`src/rtl/uc_heartbeat_tx.sv`:
```
// Processor-side heartbeat emitter: sequences core reset, boots, then drives a
// quadrature heartbeat on mon1/mon2 or latches error_uc. Optional: UC_HB_FAULT_COUNT_EN.
module uc_heartbeat_tx #(
   parameter int PERIOD       = 16,
   parameter int KICK_TIMEOUT = 64,
   parameter int RST_HOLD     = 8,
   parameter int BOOT_CYCLES  = 32,
   parameter int CW           = 8
) (
   input  logic       clk,
   input  logic       reset,
   input  logic       kick,
   input  logic       fault_in,
   input  logic       reset_req,
   output logic       mon1,
   output logic       mon2,
   output logic       error_uc,
   output logic       core_rst_n,
`ifdef UC_HB_FAULT_COUNT_EN
   output logic [7:0] fault_count,
`endif
   output logic [1:0] state
);

   localparam logic [1:0] S_RST_HOLD = 2'b00;
   localparam logic [1:0] S_BOOT     = 2'b01;
   localparam logic [1:0] S_RUN      = 2'b10;
   localparam logic [1:0] S_FAULT    = 2'b11;

   localparam logic [CW-1:0] HOLD_LAST = CW'(RST_HOLD - 1);
   localparam logic [CW-1:0] BOOT_LAST = CW'(BOOT_CYCLES - 1);
   localparam logic [CW-1:0] HB_LAST   = CW'(PERIOD - 1);
   localparam logic [CW-1:0] HB_MID    = CW'(PERIOD / 2 - 1);
   localparam logic [CW-1:0] KICK_LAST = CW'(KICK_TIMEOUT - 1);

   logic [1:0]    state_q, state_d;
   logic [CW-1:0] phase_cnt;   // hold_cnt in RST_HOLD, boot_cnt in BOOT
   logic [CW-1:0] hb_cnt, kick_cnt;
   logic          mon1_d, mon2_d, error_d, core_d;
   logic          stay_run;

   assign state    = state_q;
   assign stay_run = (state_q == S_RUN) && (state_d == S_RUN);

   always_ff @(posedge clk or negedge reset) begin
      if (!reset) state_q <= S_RST_HOLD;
      else        state_q <= state_d;
   end

   // Priority: reset_req > fault_in > kick timeout.
   always_comb begin
      state_d = state_q;
      case (state_q)
         S_RST_HOLD: if (!reset_req && phase_cnt == HOLD_LAST) state_d = S_BOOT;
         S_BOOT: begin
            if (reset_req)                   state_d = S_RST_HOLD;
            else if (fault_in)               state_d = S_FAULT;
            else if (phase_cnt == BOOT_LAST) state_d = S_RUN;
         end
         S_RUN: begin
            if (reset_req)                          state_d = S_RST_HOLD;
            else if (fault_in)                      state_d = S_FAULT;
            else if (!kick && kick_cnt == KICK_LAST) state_d = S_FAULT;
         end
         S_FAULT: if (reset_req) state_d = S_RST_HOLD;
         default: state_d = S_RST_HOLD;
      endcase
   end

   // Next values of the registered outputs; lines freeze on the edge that leaves RUN.
   always_comb begin
      mon1_d  = mon1;
      mon2_d  = mon2;
      error_d = (state_d == S_FAULT);
      core_d  = (state_d != S_RST_HOLD);
      case (state_d)
         S_RST_HOLD, S_BOOT: begin
            mon1_d = 1'b0;
            mon2_d = 1'b0;
         end
         S_RUN: begin
            if (state_q == S_RUN) begin
               mon1_d = mon1 ^ (hb_cnt == HB_LAST);
               mon2_d = mon2 ^ (hb_cnt == HB_MID);
            end
         end
         default: begin
            mon1_d = mon1;
            mon2_d = mon2;
         end
      endcase
   end

   always_ff @(posedge clk or negedge reset) begin
      if (!reset) begin
         mon1       <= 1'b0;
         mon2       <= 1'b0;
         error_uc   <= 1'b0;
         core_rst_n <= 1'b0;
      end else begin
         mon1       <= mon1_d;
         mon2       <= mon2_d;
         error_uc   <= error_d;
         core_rst_n <= core_d;
      end
   end

   always_ff @(posedge clk or negedge reset) begin
      if (!reset) begin
         phase_cnt <= '0;
         hb_cnt    <= '0;
         kick_cnt  <= '0;
      end else begin
         if (state_d != state_q)
            phase_cnt <= '0;
         else if (state_q == S_RST_HOLD)
            phase_cnt <= reset_req ? '0 : phase_cnt + CW'(1);
         else if (state_q == S_BOOT)
            phase_cnt <= phase_cnt + CW'(1);
         else
            phase_cnt <= '0;

         if (stay_run) begin
            hb_cnt   <= (hb_cnt == HB_LAST) ? '0 : hb_cnt + CW'(1);
            kick_cnt <= kick ? '0 : kick_cnt + CW'(1);
         end else begin
            hb_cnt   <= '0;
            kick_cnt <= '0;
         end
      end
   end

`ifdef UC_HB_FAULT_COUNT_EN
   logic [7:0] fault_cnt;

   always_ff @(posedge clk or negedge reset) begin
      if (!reset)
         fault_cnt <= 8'd0;
      else if (state_d == S_FAULT && (state_q == S_RUN || state_q == S_BOOT) && fault_cnt != 8'hFF)
         fault_cnt <= fault_cnt + 8'd1;
   end

   assign fault_count = fault_cnt;
`endif

endmodule

```
`config.mk`:
```
export PLATFORM = sky130hd
export DESIGN_NAME = uc_heartbeat_tx
export DESIGN_NICKNAME = d
export VERILOG_FILES = /design/src/rtl/uc_heartbeat_tx.sv
export SDC_FILE = /design/constraint.sdc
export NUM_CORES = 1
export LEC_CHECK = 0
export ABC_AREA = 0
export BUFFER_PORTS_ARGS = -buffer_cell sky130_fd_sc_hd__buf_4
export CORE_ASPECT_RATIO = 0.8
export CORE_MARGIN = 1
export CORE_UTILIZATION = 55
export DETAILED_ROUTE_END_ITERATION = 6
export PLACE_DENSITY_LB_ADDON = 0.15
export SETUP_SLACK_MARGIN = 0.05
export SLEW_MARGIN = 20
export SYNTH_ARGS = -nofsm -noshare
export SYNTH_HDL_FRONTEND = slang
export SYNTH_SLANG_ARGS = --single-unit
```
`constraint.sdc`:
```
create_clock -name clk -period 3.5 [get_ports clk]
set_input_delay 0.35 -clock clk [delete_from_list [all_inputs] [get_ports clk]]
set_output_delay 0.35 -clock clk [all_outputs]
set_load 0.03 [all_outputs]
```
==> summary.txt <==
Detailed routing
  – Routed WL per cell: 12.4 um
  – DR vias/cell: 5.27
  – Antenna-violating nets left: 0
  – # DRC: 0
  – DRT iter0 DRCs: 43
  – Final wirelength: 2420 um
  – Drt first pass iters: 4
  – Vias: 1033

Clock tree
  – Setup bufs post-CTS: 0
  – Root buf cell: clkbuf_4
  – CTS tree: built
  – CTS H-tree lvls: 2
  – Worst-path clk slew: 0.09 ns
  – Num CTS Buffers: 5
  – Bufs on Longest Clock Path: 2
  – Post-cts resize count: 0
  – Clk Latency, worst-skew pair: 0.32 ns
  – Hold_buf cts: 1
  – CTS sink cnt: 30

Job
  – Max_cap viols: 0

Die
  – Width of the die: 59.1 um
  – DIE AREA: 2820 um2
  – Die height: 47.7 um
  – Initial Util: 0.583
  – Core Region: 2460 um2
  – IO Pins: 11
  – Num rows: 16

Timing
  – RSZ-0062 raised after global routing: false
  – Post-route setup TNS: 0 ns
  – Slew @ Worst Pin: 0.731 ns
  – Max frequency: 549 MHz
  – Hold Vio Cnt, Final: 0
  – Hold slack final: 0.231 ns
  – Pins over their slew limit: 0
  – Final setup fails: 0
  – Fin crit share: 0.520
  – Tmin final: 1.82 ns
  – Clock Skew: 0.00748 ns
  – Slew headroom: 0.508

Place
  – Hpwl dp: 1820 um
  – Buffers on Ports: 10
  – Inst Count DP: 187
  – RD Place Congestion: 0.775

Power and ir drop
  – Pleak: 0.721 nW
  – Overall power: 633 uW
  – Power per cell area: 386 nW/um2
  – Peak supply drop: 0.247 mV

Cells and area
  – Layout area overhead: 14.2%
  – Most frequent cells in the layout: dfrtp_1 (30), nor2_1 (29), nand2_1 (10), buf_4 (10), xor2_1 (9)
  – Layout net count: 167
  – Final core utilization: 0.666
  – ANT cells: 0
  – Commonest non-fill, non-tap cell in the layout: dfrtp_1
  – Fraction of layout cells with a size suffix above 1: 0.150
  – Final std cells w/o fill: 196

Synth
  – Syn. warnings: 0
  – Post-synth EDFFs: 0
  – Synth async-reset ratio: 1.00
  – Synth area leaders: dfrtp_1 (52%), nor2_1 (7.6%), xor2_1 (5.5%)
  – Top_reg_cell synth: dfrtp_1
  – Netlist cell types: 33
  – Mapped Area: 1440 um2
  – Synthesized flop and latch total: 30
  – Synth top area share: 0.523
  – Post-synth top area cell: dfrtp_1
  – Sequential area share after synthesis: 0.523
  – Post-Syn Nets: 150
  – Avg Synthesized Cell Area: 10.1 um2
  – Syn Inst Count: 142

Critical path
  – Worst EP required: 3.74 ns
  – Worst Path Arrival: 2.06 ns
  – Kind of critical path: flip-flop to flip-flop
  – Maximum fanout along the worst path: 5
  – Worst Setup Start Kind: flip-flop
  – Crit. End Element: flip-flop

GRT
  – Grt ovf: 0
  – First-pass GRT wire length: 3730 um
  – Initial antenna violation count: 0
  – Largest net degree at the start of global routing: 31
  – GRT Total Usage: 0.188
  – Vias in the first global route: 858

Min path
  – Hold Path Class: input port to flip-flop

Outcome
  – Status: finished clean
==> critical path, cell delays in order, from the launching register on <==
cell,delay (ns)
dfrtp_1,0.40
ha_1,0.24
and2_2,0.20
a31oi_1,0.36
or2b_2,0.38
o221ai_1,0.16
==> power by group <==
part	switching [mW]	internal, mW	total [mW]
Clock	0.115	0.137	0.252
Combinational	0.0174	0.00976	0.0271
Sequential	0.00424	0.350	0.354
Total	0.136	0.497	0.633
==> layer usage <==
| metal | wire (um) | global-route usage |
|---|---|---|
| met5 | 0 | 0 |
| met4 | 27 | 0.100 |
| met1 | 1280 | 0.267 |
| met2 | 999 | 0.255 |
| met3 | 115 | 0.0649 |
==> final cells by class <==
type	count	area (um2)
inverters	4	15.0
repair buffers	11	85.1
flip-flops and latches	30	751
multi-input cells	107	664
well taps	36	45.0
fillers	213	823
clock buffers	8	78.8
==> through the flow <==
step                setup WS [ns]  instance area (um2)
global placement             1.78                 1550
detailed placement           1.69                 1550
floorplan                    1.81                 1440
global route                 1.56                 1640
finish                       1.68                 1640
CTS                          1.67                 1640
==> cells in the mapped netlist, drive strengths merged (3+ instances only) <==
| cell type | number |
|---|---|
| and2 | 3 |
| dfrtp | 30 |
| inv | 4 |
| nand2 | 10 |
| ha | 3 |
| xnor2 | 8 |
| xor2 | 9 |
| a31oi | 3 |
| nand3 | 8 |
| nor2 | 29 |
| and3 | 4 |
| nor3 | 4 |
==> state kept, by name, indices dropped and copies added, names as in the netlist <==
name / count
hb_cnt: 8
kick_cnt: 8
phase_cnt: 8
state: 2
core_rst_n: 1
error_uc: 1
mon1: 1
mon2: 1
==> logic make-up (layout without fill, tap and decap cells) <==
| kind of cell | after synthesis | after routing | share of synthesized area |
|---|---|---|---|
| compound gates | 16 | 16 | 0.0828 |
| xor+xnor | 17 | 17 | 0.104 |
| fa+ha+maj | 3 | 3 | 0.0262 |
| buf+inv | 5 | 23 | 0.0139 |
| flops | 30 | 30 | 0.523 |
| simple gates | 71 | 71 | 0.250 |
==> path summary, 6_finish.rpt <==
| kind | end | slack, ns | depth (start not counted) | start |
|---|---|---|---|---|
| max in group asynchronous | phase_cnt[0]$_DFF_PN0_ | 2.75 | 2 | reset |
| max | mon2$_DFFE_PN0P_ | 1.68 | 5 | kick_cnt[0]$_DFF_PN0_ |
| min in group asynchronous | hb_cnt[5]$_DFF_PN0_ | 0.48 | 2 | reset |
| min | error_uc$_DFF_PN0_ | 0.23 | 2 | reset_req |
| min reg2reg | kick_cnt[0]$_DFF_PN0_ | 0.46 | 1 | kick_cnt[0]$_DFF_PN0_ |
| max reg2reg | mon2$_DFFE_PN0P_ | 1.68 | 5 | kick_cnt[0]$_DFF_PN0_ |
(Power assumes the default switching activity.)
